==> src/rtl/fetch_cycle.sv <==
// fetch_cycle: instruction-fetch stage.
//
// Owns the fetch PC and issues word-aligned requests to instruction memory.
// The number of requests in flight plus the entries held in the fetch queue
// is capped at FQ_DEPTH. Because of that cap the queue never overflows and
// responses never need back-pressure. In-order responses are tagged with the
// PC they belong to. They then either enter the fetch queue or go straight
// into the IF/ID register when the queue is empty. A redirect from execute
// empties the queue. It also arms a drop counter so that responses to
// requests already in flight are discarded.
//
// Ports:
//   clk          clock, rising edge
//   rst          synchronous reset, active low
//   StallD       hold the IF/ID register
//   FlushD       load a bubble into the IF/ID register
//   PCSrcE       redirect request from execute
//   PCTargetE    redirect target (forced to word alignment)
//   imem_req     fetch request valid
//   imem_addr    fetch address
//   imem_gnt     memory accepts the request this cycle
//   imem_rvalid  in-order response valid (always accepted)
//   imem_rdata   response instruction word
//   InstrD       instruction to decode (NOP for a bubble)
//   PCD          PC of InstrD (0 for a bubble)
//   PCPlus4D     PCD + 4 (0 for a bubble)
//   ValidD       InstrD is a real instruction
module fetch_cycle #(
    parameter logic [31:0] RESET_PC = 32'h0000_0000,
    parameter int          FQ_DEPTH = 2,
    parameter logic [31:0] NOP      = 32'h0000_0013
) (
    input  logic        clk,
    input  logic        rst,
    input  logic        StallD,
    input  logic        FlushD,
    input  logic        PCSrcE,
    input  logic [31:0] PCTargetE,
    output logic        imem_req,
    output logic [31:0] imem_addr,
    input  logic        imem_gnt,
    input  logic        imem_rvalid,
    input  logic [31:0] imem_rdata,
    output logic [31:0] InstrD,
    output logic [31:0] PCD,
    output logic [31:0] PCPlus4D,
    output logic        ValidD
);

    localparam int CW = $clog2(FQ_DEPTH + 1);
    localparam int PW = (FQ_DEPTH > 1) ? $clog2(FQ_DEPTH) : 1;
    localparam logic [CW:0]   DEPTH_C  = (CW + 1)'(FQ_DEPTH);
    localparam logic [CW-1:0] ZERO_C   = {CW{1'b0}};
    localparam logic [CW-1:0] ONE_C    = CW'(1);
    localparam logic [PW-1:0] LAST_PTR = PW'(FQ_DEPTH - 1);
    localparam logic [31:0]   RESET_PC_ALIGNED = {RESET_PC[31:2], 2'b00};

    // Circular-buffer pointer increment with wrap at the last entry.
    function automatic logic [PW-1:0] nextPtr(input logic [PW-1:0] ptr);
        logic [PW-1:0] nxt;
        if (ptr == LAST_PTR) begin
            nxt = {PW{1'b0}};
        end else begin
            nxt = ptr + PW'(1);
        end
        return nxt;
    endfunction

    logic [31:0]   pcF_r;
    logic [31:0]   rpc_r;
    logic [CW-1:0] outstanding_r;
    logic [CW-1:0] count_r;
    logic [CW-1:0] dropCnt_r;
    logic [PW-1:0] head_r;
    logic [PW-1:0] tail_r;
    logic [31:0]   fqInstr_r [FQ_DEPTH];
    logic [31:0]   fqPc_r    [FQ_DEPTH];
    logic [31:0]   instrD_r;
    logic [31:0]   pcD_r;
    logic [31:0]   pcPlus4D_r;
    logic          validD_r;

    logic [CW:0]   occupancy_s;
    logic          imemReq_s;
    logic          fire_s;
    logic          dropResp_s;
    logic          accept_s;
    logic          advance_s;
    logic          pop_s;
    logic          bypass_s;
    logic          push_s;
    logic [31:0]   target_s;

    // Request gating, response classification and queue push/pop decisions.
    always_comb begin
        occupancy_s = {1'b0, outstanding_r} + {1'b0, count_r};
        imemReq_s   = rst & ~PCSrcE & (occupancy_s < DEPTH_C);
        fire_s      = imemReq_s & imem_gnt;
        // A response in the redirect cycle belongs to the old stream: never accept it.
        dropResp_s  = imem_rvalid & (dropCnt_r != ZERO_C);
        accept_s    = imem_rvalid & (dropCnt_r == ZERO_C) & ~PCSrcE;
        advance_s   = ~PCSrcE & ~FlushD & ~StallD;
        pop_s       = advance_s & (count_r != ZERO_C);
        bypass_s    = advance_s & (count_r == ZERO_C) & accept_s;
        push_s      = accept_s & ~bypass_s;
        target_s    = {PCTargetE[31:2], 2'b00};
    end

    // Fetch PC and response PC.
    always_ff @(posedge clk) begin
        if (!rst) begin
            pcF_r <= RESET_PC_ALIGNED;
            rpc_r <= RESET_PC_ALIGNED;
        end else if (PCSrcE) begin
            pcF_r <= target_s;
            rpc_r <= target_s;
        end else begin
            if (fire_s) begin
                pcF_r <= pcF_r + 32'd4;
            end
            if (accept_s) begin
                rpc_r <= rpc_r + 32'd4;
            end
        end
    end

    // Requests in flight (dropped ones included) and pending drops.
    always_ff @(posedge clk) begin
        if (!rst) begin
            outstanding_r <= ZERO_C;
            dropCnt_r     <= ZERO_C;
        end else begin
            case ({fire_s, imem_rvalid})
                2'b10:   outstanding_r <= outstanding_r + ONE_C;
                2'b01:   outstanding_r <= outstanding_r - ONE_C;
                default: outstanding_r <= outstanding_r;
            endcase
            if (PCSrcE) begin
                dropCnt_r <= outstanding_r - CW'(imem_rvalid);
            end else if (dropResp_s) begin
                dropCnt_r <= dropCnt_r - ONE_C;
            end
        end
    end

    // Fetch-queue occupancy and pointers.
    always_ff @(posedge clk) begin
        if (!rst || PCSrcE) begin
            count_r <= ZERO_C;
            head_r  <= {PW{1'b0}};
            tail_r  <= {PW{1'b0}};
        end else begin
            case ({push_s, pop_s})
                2'b10:   count_r <= count_r + ONE_C;
                2'b01:   count_r <= count_r - ONE_C;
                default: count_r <= count_r;
            endcase
            if (push_s) begin
                tail_r <= nextPtr(tail_r);
            end
            if (pop_s) begin
                head_r <= nextPtr(head_r);
            end
        end
    end

    // Fetch-queue storage; contents are only meaningful below count_r.
    always_ff @(posedge clk) begin
        if (push_s) begin
            fqInstr_r[tail_r] <= imem_rdata;
            fqPc_r[tail_r]    <= rpc_r;
        end
    end

    // IF/ID register: redirect/flush, then stall, then queue head, then bypass.
    always_ff @(posedge clk) begin
        if (!rst || PCSrcE || FlushD) begin
            instrD_r   <= NOP;
            pcD_r      <= 32'h0000_0000;
            pcPlus4D_r <= 32'h0000_0000;
            validD_r   <= 1'b0;
        end else if (StallD) begin
            instrD_r   <= instrD_r;
            pcD_r      <= pcD_r;
            pcPlus4D_r <= pcPlus4D_r;
            validD_r   <= validD_r;
        end else if (pop_s) begin
            instrD_r   <= fqInstr_r[head_r];
            pcD_r      <= fqPc_r[head_r];
            pcPlus4D_r <= fqPc_r[head_r] + 32'd4;
            validD_r   <= 1'b1;
        end else if (bypass_s) begin
            instrD_r   <= imem_rdata;
            pcD_r      <= rpc_r;
            pcPlus4D_r <= rpc_r + 32'd4;
            validD_r   <= 1'b1;
        end else begin
            instrD_r   <= NOP;
            pcD_r      <= 32'h0000_0000;
            pcPlus4D_r <= 32'h0000_0000;
            validD_r   <= 1'b0;
        end
    end

    assign imem_req  = imemReq_s;
    assign imem_addr = pcF_r;
    assign InstrD    = instrD_r;
    assign PCD       = pcD_r;
    assign PCPlus4D  = pcPlus4D_r;
    assign ValidD    = validD_r;

endmodule

==> config.mk <==
export PLATFORM = sky130hd
export DESIGN_NAME = fetch_cycle
export DESIGN_NICKNAME = d
export VERILOG_FILES = /design/src/rtl/fetch_cycle.sv
export SDC_FILE = /design/constraint.sdc
export NUM_CORES = 1
export LEC_CHECK = 0
export CAP_MARGIN = 0
export CORE_MARGIN = 2
export CORE_UTILIZATION = 45
export CTS_BUF_LIST = sky130_fd_sc_hd__clkbuf_16
export CTS_CLUSTER_DIAMETER = 40
export DETAILED_ROUTE_END_ITERATION = 10
export DONT_BUFFER_PORTS = 1
export PLACE_DENSITY_LB_ADDON = 0.15
export SLEW_MARGIN = 20
export SYNTH_ARGS = -nofsm -noshare
export SYNTH_HDL_FRONTEND = slang
export SYNTH_SLANG_ARGS = --single-unit
==> constraint.sdc <==
create_clock -name clk -period 4.9 [get_ports clk]
set_clock_uncertainty 0.05 [all_clocks]
set_input_delay 0.98 -clock clk [delete_from_list [all_inputs] [get_ports clk]]
set_output_delay 0.98 -clock clk [all_outputs]
set_load 0.05 [all_outputs]
==> impl_metrics.ini <==
[worst_hold_path]
hold_path.class = reg2reg

[critical_path]
max_stage_delay_ns = 0.85
path_max_fanout = 63
worstPathCellList = buf_4, nand3_1, a22oi_1, nand4_1, a2111oi_2, mux2i_1, a21oi_1
start_kind = flop
cp_top_family = flip-flops
cp.required_ns = 5.22
crit_slowest_cell = dfxtp_4
path_class = reg2reg
critPathBufInv = 1
end_kind = flop
crit_arrival_ns = 3.52

[timing]
final-hold-violation-count = 0
fin_hold_ws_ns = 0.4698
min_period_ns = 3.197
setup_viol_count_final = 0
setup_slack_ns = 1.703
rsz0062_at_grt = false
tns_ns = 0
drv_slew = 0
min_period_over_period_pct = 65.25
worstMarginPinSlew_ns = 0.9272
maxSlewHeadroom_pct = 37.62
fmax_ghz = 0.3128

[drt]
vias = 9816
final_antenna_net_count = 0
post_drt_wl_per_cell_um = 22.05
wl_um = 35850
drc_errors = 0
dr.first_iter.drc_count = 945
via_per_inst = 6.037
dr.pass1.iters = 6

[global_route]
grt_pass1_wl_um = 55360
grt_overflow = 0
grt_antenna_before_repair = 1
grt_max_degree = 92
grt_pass1_vias = 9468
grt_util_all_layers_pct = 23.10

[place]
place_inst = 1545
place.detailed.hpwl_um = 23210
placed_area_um2 = 13180
place_ws_ns = 1.571
gp_congestion = 0.8395
port_buffers = 0

[clock_network]
clk_latency_ns = 0.53
h-tree-depth = 2
cts_tree = yes
ctsHoldBuffers = 0
clockRootBuffer = clkbuf_16
postCtsSetupBuffers = 0
cts-resized-gates = 0
clk_pin_slew_ns = 0.06
cts_buffer_depth = 3
numCtsBuffers = 44
cts_sinks = 286

[die]
fp-row-count = 62
core_area_um2 = 28550
io_pins = 201
start_util_pct = 45.39
dieWidth_um = 173.7
dieArea_um2 = 30170
die_h_um = 173.7

[synth]
yosys_warnings = 0
synth_largest_area_cell = edfxtp_1
synth_flop_cell = dfxtp_1
synth_edf_count = 124
synth.distinct_cells = 67
ys_seq_area_share_pct = 53.76
syn_area_um2 = 12960
synthArstFlopShare_pct = 0
avgSynthCellArea_um2 = 10.50
synthCells = 1234
synth_top_area_share_pct = 28.73
ys_ff_latch = 286
synth.most_common_cell = dfxtp_1
synthTopCellsByCount = dfxtp_1, nor2_1, edfxtp_1, nand2_1, a21oi_1
ys_top_cells_by_area = edfxtp_1, dfxtp_1, mux2_2

[power]
vdd_drop_max_uv = 240.7
power_frac_comb_pct = 4.5
p_sw_mw = 1.512
power_per_cell_area_nw_per_um2 = 413.1
power_frac_seq_pct = 44.7
p_leak_nw = 4.808
p_sw_share_pct = 24.96
pwr-share-clk_pct = 50.8
intPower_mw = 4.545

[final_layout]
final_cell_area_um2 = 14660
drive_gt1_share_pct = 13.20
fin_cells = 1626
nets = 1286
n_antenna_cell = 0
syn_to_final_growth_pct = 13.13

[run]
drv_cap = 0

[status]
outcome = completed
## path summary, 6_finish.rpt
| kind | startpoint | slack (ns) | endpoint | cells after the start |
|---|---|---|---|---|
| hold / removal | head_r$_SDFFE_PP0N_ | 0.47 | flop | 2 |
| setup reg to reg | flop | 1.70 | PCPlus4D[26]$_SDFFE_PP0N_ | 7 |
| setup / recovery | flop | 1.70 | PCPlus4D[26]$_SDFFE_PP0N_ | 7 |
| hold reg to reg | head_r$_SDFFE_PP0N_ | 0.47 | flop | 2 |
## routing by layer
metal | global-route usage [%] | wire length (um) | vias to the layer above
met4 | 6.373 | 713 | 0
met5 | 0 | 0 | -
met2 | 35.45 | 15760 | 428
li1 | - | - | 4595
met3 | 6.798 | 3595 | 46
met1 | 31.92 | 15780 | 4747
## flip-flops by register name, summed over array words and instances, names as in the netlist, named ones only
register,cells
InstrD,32
PCD,30
rpc_r,30
count_r,2
head_r,1
ValidD,1
imem_addr,30
tail_r,1
fqPc_r,60
PCPlus4D,30
outstanding_r,2
dropCnt_r,2
fqInstr_r,64
## metrics by stage
stage	power [mW]	util, %
2_1_floorplan	2.959	-
3_5_place_dp	3.025	46.17
5_1_grt	6.251	51.35
6_report	6.057	51.35
4_1_cts	6.101	51.35
3_3_place_gp	3.020	46.17
## power groups by stage
stage          sequential, mW  clock (mW)  combinational (mW)
6_report                 2.71        3.08               0.272
5_1_grt                  2.72        3.23               0.302
4_1_cts                  2.71        3.12               0.272
3_5_place_dp             2.75           0               0.270
3_3_place_gp             2.75           0               0.268
2_1_floorplan            2.72           0               0.241
## final cells by class
| type | count | area [um^2] |
|---|---|---|
| fillers | 2627 | 13890 |
| flip-flops and latches | 286 | 6970 |
| multi-input cells | 843 | 5542 |
| clock buffers | 47 | 1176 |
| well taps | 384 | 480.5 |
| clock inverters | 34 | 304.0 |
| repair buffers | 18 | 135.1 |
| inverters | 14 | 52.55 |
## cells by family (layout without fill, tap and decap cells)
group | Yosys count | after routing | synth area share (%)
compound gates | 272 | 272 | 14.78
xor+xnor | 84 | 84 | 5.677
fa+ha+maj | 8 | 8 | 0.8303
buf+inv | 110 | 113 | 3.708
flops | 286 | 286 | 53.76
mux | 66 | 66 | 5.600
other cells | 1 | 6 | 0.02894
simple gates | 407 | 407 | 15.61
## cells in the final DEF (no fill, tap or decap), drive strengths merged, types with 47 or more instances in the layout
cell type,netlist,final
dfxtp,162,162
nor2,132,132
edfxtp,124,124
nand2,86,86
a21oi,60,60
o21ai,58,58
a222oi,56,56
mux2,52,52
xnor2,50,50
clkbuf,59,47
## worst register-to-register path, cell delays in order (launching register included)
cell and delay, ns:
dfxtp_4 0.85, buf_4 0.62, nand3_1 0.15, a22oi_1 0.33, nand4_1 0.32, a2111oi_2 0.36
mux2i_1 0.26, a21oi_1 0.09
(Power assumes the default switching activity.)
